## config.mk

```make
export PLATFORM = sky130hd
export DESIGN_NAME = gpu_pixel_writer
export DESIGN_NICKNAME = d
export VERILOG_FILES = /design/src/rtl/gpu_pixel_writer.sv
export SDC_FILE = /design/constraint.sdc
export NUM_CORES = 1
export LEC_CHECK = 0
export BUFFER_PORTS_ARGS = -buffer_cell sky130_fd_sc_hd__buf_2
export CAP_MARGIN = 10
export CORE_ASPECT_RATIO = 1.75
export CORE_MARGIN = 2
export CORE_UTILIZATION = 60
export DETAILED_ROUTE_END_ITERATION = 12
export GPL_ROUTABILITY_DRIVEN = 0
export PLACE_DENSITY = 0.82
export SYNTH_ARGS = -nofsm -noshare
export SYNTH_HDL_FRONTEND = slang
export SYNTH_SLANG_ARGS = --single-unit
```

## constraint.sdc

```tcl
create_clock -name clk -period 10.8 [get_ports clk]
set_clock_uncertainty 0.05 [all_clocks]
set_input_delay 0.54 -clock clk [delete_from_list [all_inputs] [get_ports clk]]
set_output_delay 0.54 -clock clk [all_outputs]
set_load 0.005 [all_outputs]
```

## src/rtl/gpu_pixel_writer.sv

```systemverilog
// rtl/gpu_pixel_writer.sv - clips, addresses and queues fill_rect pixels, drains them to framebuffer SRAM
module gpu_pixel_writer #(
    parameter int SCREEN_WIDTH  = 640,
    parameter int SCREEN_HEIGHT = 480,
    parameter int WIDTH_BITS    = 10,
    parameter int HEIGHT_BITS   = 9,
    parameter int ADDR_BITS     = 20,
    parameter int COLOR_BITS    = 32,
    parameter int DEPTH         = 8
) (
    input  logic                   clk,
    input  logic                   rst,
    input  logic                   pixel_valid_i,
    input  logic [WIDTH_BITS-1:0]  x_i,
    input  logic [HEIGHT_BITS-1:0] y_i,
    input  logic [COLOR_BITS-1:0]  color_i,
    input  logic [ADDR_BITS-1:0]   base_addr_i,
    input  logic                   done_i,
    output logic                   ready_o,
    output logic                   mem_req_o,
    output logic [ADDR_BITS-1:0]   mem_addr_o,
    output logic [COLOR_BITS-1:0]  mem_data_o,
    input  logic                   mem_ack_i,
    output logic                   done_o,
    output logic                   overflow_o,
    output logic                   clipped_o
);
    localparam int PTR_BITS = $clog2(DEPTH);
    localparam int CNT_BITS = PTR_BITS + 1;

    typedef enum logic [1:0] {S_IDLE, S_ACTIVE, S_DRAIN, S_DONE} state_t;

    state_t r_state, w_state_next;

    logic                  r_s1_valid;
    logic                  r_s1_clip;
    logic [ADDR_BITS-1:0]  r_s1_addr;
    logic [COLOR_BITS-1:0] r_s1_color;

    logic [ADDR_BITS-1:0]  r_fifo_addr [DEPTH];
    logic [COLOR_BITS-1:0] r_fifo_data [DEPTH];
    logic [PTR_BITS-1:0]   r_wr_ptr;
    logic [PTR_BITS-1:0]   r_rd_ptr;
    logic [CNT_BITS-1:0]   r_count;
    logic                  r_overflow;
    logic                  r_clipped;

    logic                  w_accept;
    logic                  w_push;
    logic                  w_pop;
    logic                  w_clip;
    logic [ADDR_BITS-1:0]  w_addr;

    // One FIFO slot stays free for the pixel that may already sit in stage 1.
    assign ready_o  = (r_count < CNT_BITS'(DEPTH - 1));
    assign w_accept = pixel_valid_i & ready_o;
    assign w_push   = r_s1_valid & ~r_s1_clip;
    assign w_pop    = (r_count != '0) & mem_ack_i;

    assign w_addr = base_addr_i
                  + ADDR_BITS'(y_i) * ADDR_BITS'(SCREEN_WIDTH)
                  + ADDR_BITS'(x_i);
    assign w_clip = ({{(32-WIDTH_BITS){1'b0}}, x_i} >= 32'(SCREEN_WIDTH))
                  | ({{(32-HEIGHT_BITS){1'b0}}, y_i} >= 32'(SCREEN_HEIGHT));

    assign mem_req_o  = (r_count != '0);
    assign mem_addr_o = mem_req_o ? r_fifo_addr[r_rd_ptr] : '0;
    assign mem_data_o = mem_req_o ? r_fifo_data[r_rd_ptr] : '0;
    assign done_o     = (r_state == S_DONE);
    assign overflow_o = r_overflow;
    assign clipped_o  = r_clipped;

    always_ff @(posedge clk) begin
        if (rst) begin
            r_s1_valid <= 1'b0;
            r_s1_clip  <= 1'b0;
            r_s1_addr  <= '0;
            r_s1_color <= '0;
        end else begin
            r_s1_valid <= w_accept;
            if (w_accept) begin
                r_s1_clip  <= w_clip;
                r_s1_addr  <= w_addr;
                r_s1_color <= color_i;
            end
        end
    end

    always_ff @(posedge clk) begin
        if (w_push) begin
            r_fifo_addr[r_wr_ptr] <= r_s1_addr;
            r_fifo_data[r_wr_ptr] <= r_s1_color;
        end
    end

    always_ff @(posedge clk) begin
        if (rst) begin
            r_wr_ptr <= '0;
            r_rd_ptr <= '0;
            r_count  <= '0;
        end else begin
            if (w_push) r_wr_ptr <= r_wr_ptr + 1'b1;
            if (w_pop)  r_rd_ptr <= r_rd_ptr + 1'b1;
            case ({w_push, w_pop})
                2'b10:   r_count <= r_count + 1'b1;
                2'b01:   r_count <= r_count - 1'b1;
                default: r_count <= r_count;
            endcase
        end
    end

    always_ff @(posedge clk) begin
        if (rst) begin
            r_overflow <= 1'b0;
            r_clipped  <= 1'b0;
        end else begin
            if (pixel_valid_i & ~ready_o) r_overflow <= 1'b1;
            if (r_s1_valid & r_s1_clip)   r_clipped  <= 1'b1;
        end
    end

    always_ff @(posedge clk) begin
        if (rst) r_state <= S_IDLE;
        else     r_state <= w_state_next;
    end

    // DRAIN ends once nothing is in flight after this edge, counting a final pop.
    always_comb begin
        w_state_next = r_state;
        case (r_state)
            S_IDLE: begin
                if (done_i)        w_state_next = S_DRAIN;
                else if (w_accept) w_state_next = S_ACTIVE;
            end
            S_ACTIVE: begin
                if (done_i) w_state_next = S_DRAIN;
            end
            S_DRAIN: begin
                if (!r_s1_valid && !w_accept &&
                    ((r_count == '0) || ((r_count == CNT_BITS'(1)) && w_pop)))
                    w_state_next = S_DONE;
            end
            S_DONE:  w_state_next = S_IDLE;
            default: w_state_next = S_IDLE;
        endcase
    end
endmodule

```

Word level (Yosys, flattened, before mapping)
Memory sizes are Yosys's and may differ from the RTL's. A register that Yosys moved wholly into a read port is not among the register bits. Cells that the tools add are included.

Eq/ne operators: 9. Div/mod/pow operators: 0. Shifts and indexed selects: 0. Add/subtract/negate cells: 6. Reductions and logical operators: 11. Magnitude comparators: 3. Mux-type cells: 14. Multiply operators: 1. Bitwise gates (word level): 8.

Operators with widths (count): $mux 32 (1); $add 20x10->20 (1); $add 20x19->20 (1); $mux 20 (1); $mul 9x3->12 const B (1); $mux 3 (4); $ge 10x10->1 const B (1); $ge 9x9->1 const B (1); $mux 2 (4); $pmux 2 s4 (1); $pmux 4 s2 (1); $add 3x1->3 const B (2); $eq 2x2->1 const B (3); $and 1x1->1 (5); $add 4x1->4 const B (1); $eq 2x1->1 const B (2); $eq 4x1->1 const B (1); $logic_not 4->1 (1); $lt 4x3->1 const B (1); $ne 2x2->1 const B (2); $reduce_bool 4->1 (1); $sub 4x1->4 const B (1); $logic_and 1x1->1 (3); $ne 3x3->1 const B (1); 8 further kinds (11).

Output and inout port bits: 57. Register bits: 68. Memory bits (read-only): 0. Word-level logic and storage cells: 64. Bits in writable memories: 416. Memories: 2. Latch bits: 0. Input port bits: 76.

Memory list: r_fifo_data (words 8, bits a word 32, read ports 1, clocked after Yosys merged registers in 1, write ports 1, line 41) `logic [COLOR_BITS-1:0] r_fifo_data [DEPTH];`; r_fifo_addr (words 8, bits a word 20, read ports 1, clocked after Yosys merged registers in 1, write ports 1, line 40) `logic [ADDR_BITS-1:0] r_fifo_addr [DEPTH];`.

Depth between registers and ports, before layout
Gate-level depths: netlist of the first run.

Depth in word-level cells: 7. Depth in mapped cells: 18. Mapped depth without buffers: 18.

Least setup slack after synthesis of the first run
No wires, ideal clock.

Kind: reg2reg. From: register r_s1_valid. To: memory r_fifo_addr[2][0] (enable). Data required time: 10.213 ns. Clock period less this slack: 5.210 ns. Path buffers: 0. Library setup time: 0.537 ns. Path slack: 5.590 ns. Arrival: 4.624 ns. Cell stages (with the launch flop): 4. Cells stage by stage: dfxtp_1 -> nor2b_1 -> nand2b_1 -> nor3b_1.

Word-level cells in the longest chain between the ends: 3.

Ends and longest elaborated chain: start: declaration (line 35) `logic r_s1_valid;`; start signal: assignment (line 80) `r_s1_valid <= w_accept;`; $and 1x1->1 (line 57) `assign w_push = r_s1_valid & ~r_s1_clip;`; $mux 1 (line 90) `if (w_push) begin`; $mux 1 (not written as such) (line 91) `r_fifo_addr[r_wr_ptr] <= r_s1_addr;`; end: declaration (line 40).

Every way passes these cells.

==> results of run 1 <==
==> stage by stage <==
step	area, µm²	cells	hold WS, ns	setup WS [ns]	util
after global placement	21150	1688	0.4088	6.558	0.6426
after floorplan	20030	1192	0.4104	5.590	-
after detailed placement	21150	1688	0.4059	6.484	0.6426
final	22440	1759	0.2015	6.886	0.6816
after global routing	22440	1759	0.2008	6.595	0.6816
after CTS	22440	1759	0.1886	6.709	0.6816
==> final timing paths <==
| kind | slack (ns) | depth (start not counted) | startpoint | endpoint |
|---|---|---|---|---|
| worst max-delay path | 6.89 | 5 | register | mem_data_o[24] |
| worst min-delay path | 0.20 | 3 | color_i[13] | r_s1_color[13] |
| worst min register to register | 0.43 | 2 | clipped_o | clipped_o |
| worst max register to register | 7.94 | 10 | r_count[0] | r_count[3] |
==> critical path: stages (launching register included) <==
cell and delay (ns):
dfxtp_4 0.90, buf_4 0.72, mux4_2 0.59, mux2i_1 0.32, nor2_1 0.07, buf_2 0.15
==> per-layer routing <==
layer | track usage | share of wire
met5 | 0 | 0
met4 | 0.1185 | 0.044
met3 | 0.02512 | 0.053
met2 | 0.4456 | 0.53
met1 | 0.3012 | 0.37
==> state kept, by name, indices dropped and copies added, names as in the netlist, named ones only <==
| name | count |
|---|---|
| r_fifo_addr | 160 |
| r_rd_ptr | 3 |
| r_s1_clip | 1 |
| clipped_o | 1 |
| r_s1_addr | 20 |
| r_s1_color | 32 |
| r_fifo_data | 256 |
| r_state | 2 |
| r_s1_valid | 1 |
| overflow_o | 1 |
| r_count | 4 |
| r_wr_ptr | 3 |
==> cell families after synthesis <==
group                      synth area share
DFF                                  0.6946
and+or+nand+nor                     0.05315
muxes                                0.1449
AOI/OAI and AO/OA                   0.03979
buffers and inverters               0.01655
adders and majority gates           0.04185
xor gates and xnor gates           0.009182
==> cell usage in the layout, fill, tap and decap left out, types with 5 or more instances in the layout <==
master and n:
nand2_1 110, o21ai_0 18, clkinv_1 6, buf_4 20, a211oi_1 8, a21o_1 11, clkbuf_16 41, nand3_1 6
buf_2 132, a21oi_1 70, dfxtp_1 68, nor2_1 85, ha_1 59, mux2i_1 56, fa_1 5, inv_1 20
clkbuf_1 8, xnor2_1 12, mux4_2 104, xor2_1 9, edfxtp_1 416, or3_1 5
==> where the power goes <==
group / leakage, µW / total, µW / switching (µW) / internal (µW)
combinational: 0.00273 / 1080 / 564 / 514
clock: 0.000628 / 1430 / 634 / 800
sequential: 0.00442 / 2290 / 137 / 2150
==> layout make-up <==
type                       instances  area [µm²]
tap                              405       506.7
multi-input combinational        624        5837
timing repair buffer             152       810.8
fill                            2094       10480
sequential                       487       13920
clock buffer                      53        1111
clock inverter                    18       175.2
inverter                          20       75.07
==> metrics, run 1 <==
antenna-violating nets left 0; CTS tree done; Synthesized Nets 1332; grt ovf 0; Hold Fails Final Rpt 0; die footprint 0.03492 mm²; Min Clock Period, post-route between 3 and 4 ns; RSZ-0062 raised after global routing no; port buffer count ~130; vias in the first global route ~12000; wire per inst approximately 24 µm; Post-synth EDFFs about 420; initial DRC count between 900 and 1000; DRC viols 0; initial antenna violation count 0; Vias/cell about 6.3; Synth Cell Area roughly 0.020 mm²; count of pins over their slew limit 0; area delta synth->final 12.02%; clk_lat worst skew 0.53 ns; Ant. Diodes 0; Fmax between 200 and 300 MHz; Reg clk slew, reported paths about 0.070 ns; #FFs+latches synth 487; first-pass GRT wire length between 60 and 70 mm; actual slew at the worst max-slew pin approximately 1.1 ns; worst rel slew slack 0.2394; initial core utilization 0.6085; setup TNS 0 ns; Overall Power just under 5000 µW; Hold WC Path Type primary input to register; largest net degree at the start of global routing 70; Synth Flop Type edfxtp_1; die width 142.1 µm; Startpoint Class register; top-count cell post-synth edfxtp_1; CTS Buf Count 41; # resized after CTS 0; Initial DRT Pass Iterations 5; nets@finish approximately 1500; ys async rst share 0; leakage power 0.007777 µW; drt total wl about 42 mm; maxcap violations 0; area leader, netlist edfxtp_1; syn_area_per_cell about 17 µm²; IO Count between 100 and 150; CTS max path bufs 3; post-CTS setup buffers 0; synthesized netlist cell count between 1000 and 1500; core area about 0.033 mm²; hold buffers post-CTS 0; worst vdd ir approximately 0.16 mV; global-route usage over all layers 0.2486; CTS root buffer clkbuf_16; Die Y 245.7 µm; Crit. End Element primary output; Core Rows a little under 90; YS warnings 0; CP max FO 42; sequential share of the synthesized area 0.6946; WP data required just over 10 ns; top-area cell type share of the netlist area 0.6236; hpwl dp between 20 and 25 mm; htree depth 2; synth unique cells 53; status finished clean; crit path DAT around 3.3 ns; Commonest cells post-synth edfxtp_1 (416), nand2_1 (111), mux4_2 (104), nor2_1 (87), dfxtp_1 (71); final worst path period share 0.3624; pwr dens 214.0 mW/mm²; via count ~11000; top cells by area, synth edfxtp_1 (62%), mux4_2 (12%), dfxtp_1 (7.1%); layout cells sized above 1 0.2445; # setup viols final 0; clk sinks a little under 500; crit path kind register to primary output
(Power assumes the default switching activity.)
==> run 2, diff against run 1 <==
- ABC_AREA: not set -> 1
- CORE_UTILIZATION: 60 -> 55
- PLACE_DENSITY: 0.82 -> 0.79
- clock period: 10.8 -> 3.4 ns (I/O delays scaled with it)
==> run 2 against run 1 <==
Compared with the run above: sequential share of layout area decreased by 3.6 points; setup slack got worse by 6.6 ns; sequential power increased to 3.2 times the previous value; via count increased by 32%; critical path depth increased by 1; largest cell class unchanged; area after synthesis increased by 3.0%.
==> metrics, run 2 <==
status finished clean (unchanged); syn_area_per_cell 11.33 µm² (was 16.81 µm²); pwr dens 732.2 mW/mm² (was 214.0 mW/mm²); YS warnings 0 (unchanged); Hold Fails Final Rpt 0 (unchanged); Die Y 260.3 µm (was 245.7 µm); CTS Buf Count 41 (unchanged); synth unique cells 32 (was 53); top cells by area, synth edfxtp_1 (61%), nor2_1 (10%), dfxtp_1 (6.9%) (was edfxtp_1 (62%), mux4_2 (12%), dfxtp_1 (7.1%)); grt ovf 0 (unchanged); clk sinks 487 (unchanged); commonest non-fill, non-tap cell in the layout nor2_1 (was edfxtp_1); crit path kind register to primary output (unchanged); worst setup margin 0.2964 ns (was 6.886 ns); worst rel slew slack 0.3697 (was 0.2394); top-count cell post-synth nor2_1 (was edfxtp_1); pre-CTS setup slack -0.1163 ns (was 6.484 ns); area delta synth->final 15.37% (was 12.02%); die width 150.4 µm (was 142.1 µm); first-pass GRT wire length 75.54 mm (was 64.94 mm); RSZ-0062 raised after global routing no (unchanged); htree depth 2 (unchanged); die footprint 0.03916 mm² (was 0.03492 mm²); CTS root buffer clkbuf_16 (unchanged); Crit. End Element primary output (unchanged); Largest register FFs 256 (unchanged); Startpoint Class register (unchanged); Finished Cell Area 0.02381 mm² (was 0.02244 mm²); Synth Cell Area 0.02064 mm² (was 0.02003 mm²); final worst path period share 0.9128; leakage power 0.008956 µW (was 0.007777 µW); core area 0.03689 mm² (was 0.03292 mm²); worst vdd ir 0.5521 mV (was 0.1574 mV); Reg with most FFs r_fifo_data (unchanged); CTS max path bufs 3 (unchanged); initial DRC count 1521 (was 924); nets@finish 2112 (was 1466); initial antenna violation count 0 (unchanged); # fillers 2628 (was 2094); hpwl dp 27.67 mm (was 23.45 mm); most frequent cells in the layout nor2_1 (547), edfxtp_1 (416), o21ai_0 (191) (was edfxtp_1 (416), buf_2 (132), nand2_1 (110)); Worst Hold Slack 0.05553 ns (was 0.2015 ns); Core Rows 93 (was 88); sequential share of the synthesized area 0.6740 (was 0.6946); CP max FO 116 (was 42); via count 14650 (was 11100); synthesized netlist cell count 1822 (was 1192); port buffer count 132 (unchanged); IO Count 133 (unchanged); CTS tree done (unchanged); layout cells sized above 1 0.1267 (was 0.2445); area occupied by multi-input gates 0.005986 mm² (was 0.005837 mm²); vias in the first global route 14930 (was 11710); #FFs+latches synth 487 (unchanged); crit path DAT 2.88 ns (was 3.32 ns); area leader, netlist edfxtp_1 (unchanged); Commonest cells post-synth nor2_1 (555), edfxtp_1 (416), o21ai_0 (191), nand2_1 (106), o32ai_1 (104) (was edfxtp_1 (416), nand2_1 (111), mux4_2 (104), nor2_1 (87), dfxtp_1 (71)); global-route usage over all layers 0.2491 (was 0.2486); largest net degree at the start of global routing 117 (was 70); actual slew at the worst max-slew pin 0.9441 ns (was 1.141 ns); placed cell areas 0.02196 mm² (was 0.02115 mm²); Ant. Diodes 0 (unchanged); Hold WC Path Type primary input to register (unchanged); Min Clock Period, post-route around 3.1 ns; Reg clk slew, reported paths 0.07 ns (about the same); count of pins over their slew limit 0 (unchanged); Core Util, Final 0.6456 (was 0.6816); Fmax 322.2 MHz; Finished Layout Cells 2480 (was 1759); clk_lat worst skew 0.55 ns (was 0.53 ns); top-area cell type share of the netlist area 0.6052 (was 0.6236); wire per inst 19.58 µm (was 24.07 µm); ys async rst share 0 (unchanged); sequential cell area 0.01392 mm² (about the same); Synth Flop Type edfxtp_1 (unchanged); Placed Instances 2363 (was 1688); Vias/cell 5.906 (was 6.309); post-CTS setup buffers 0 (unchanged); Post-synth EDFFs 416 (unchanged); WP data required 3.18 ns (was 10.21 ns); drt total wl 48.56 mm (was 42.34 mm); Synthesized Nets 1962 (was 1332); # setup viols final 0 (unchanged); antenna-violating nets left 0 (unchanged); DRC viols 0 (unchanged); initial core utilization 0.5596 (was 0.6085); Largest regs r_fifo_data: 256 flops, r_fifo_addr: 160 flops, r_s1_color: 32 flops (unchanged); Initial DRT Pass Iterations 5 (unchanged); maxcap violations 0 (unchanged)
run 2: through the flow:
| stage | power [µW] | TNS, ns |
|---|---|---|
| 2_1_floorplan | 10730 | -17.49 |
| 3_3_place_gp | 12280 | -0.02138 |
| 3_5_place_dp | 12510 | -0.2880 |
| 4_1_cts | 17460 | 0 |
| 5_1_grt | 18330 | 0 |
| 6_report | 17440 | 0 |
run 2: cells by family after synthesis:
kind of cell               Yosys count  synth area share
buffers and inverters              185           0.03916
adders and majority gates           64           0.04061
DFF                                487            0.6740
xor gates and xnor gates            15          0.006365
and+or+nand+nor                    702            0.1304
AOI/OAI and AO/OA                  369            0.1095
run 2: area by class of cell:
class                           count  share of cell area
Timing Repair Buffer              209             0.06526
Clock buffer                       54             0.04860
Multi-Input combinational cell   1150              0.2514
Clock inverter                     22             0.01193
Inverter                           83             0.01329
Sequential cell                   487              0.5846
Tap cell                          475             0.02496
run 2: metal layers:
| metal | vias to the layer above | track usage | part of all wire | routed length (µm) |
|---|---|---|---|---|
| met5 | - | 0 | 0 | 0 |
| li1 | 6751 | - | - | - |
| met2 | 679 | 0.4442 | 0.52 | 25410 |
| met1 | 7050 | 0.2879 | 0.36 | 17510 |
| met4 | 0 | 0.1352 | 0.046 | 2252 |
| met3 | 166 | 0.03269 | 0.070 | 3391 |
run 2: critical path: stages, from the launching register on:
cell     delay (ns)
dfxtp_4        0.65
buf_12         0.40
nor2_1         0.12
o32ai_1        0.47
o21ai_0        0.14
nor2_1         0.26
buf_2          0.18
run 2: worst paths after layout:
kind                from              to  slack (ns)  depth (start not counted)
min               x_i[9]       r_s1_clip        0.06                          3
min reg2reg  r_rd_ptr[2]        register        0.43                          2
max             register  mem_data_o[27]        0.30                          6
max reg2reg   r_count[0]      r_count[3]        0.76                         11
run 2: what timing repair did:
action,4_1_cts,5_1_grt
hold buffers,41,0
gates resized for setup,0,0
hold endpoints to repair,41,0
run 2: report_power, final:
group	switching [µW]	total (µW)	internal (µW)
clock network	2060	4940	2880
registers	457	7390	6930
logic	3250	5110	1860
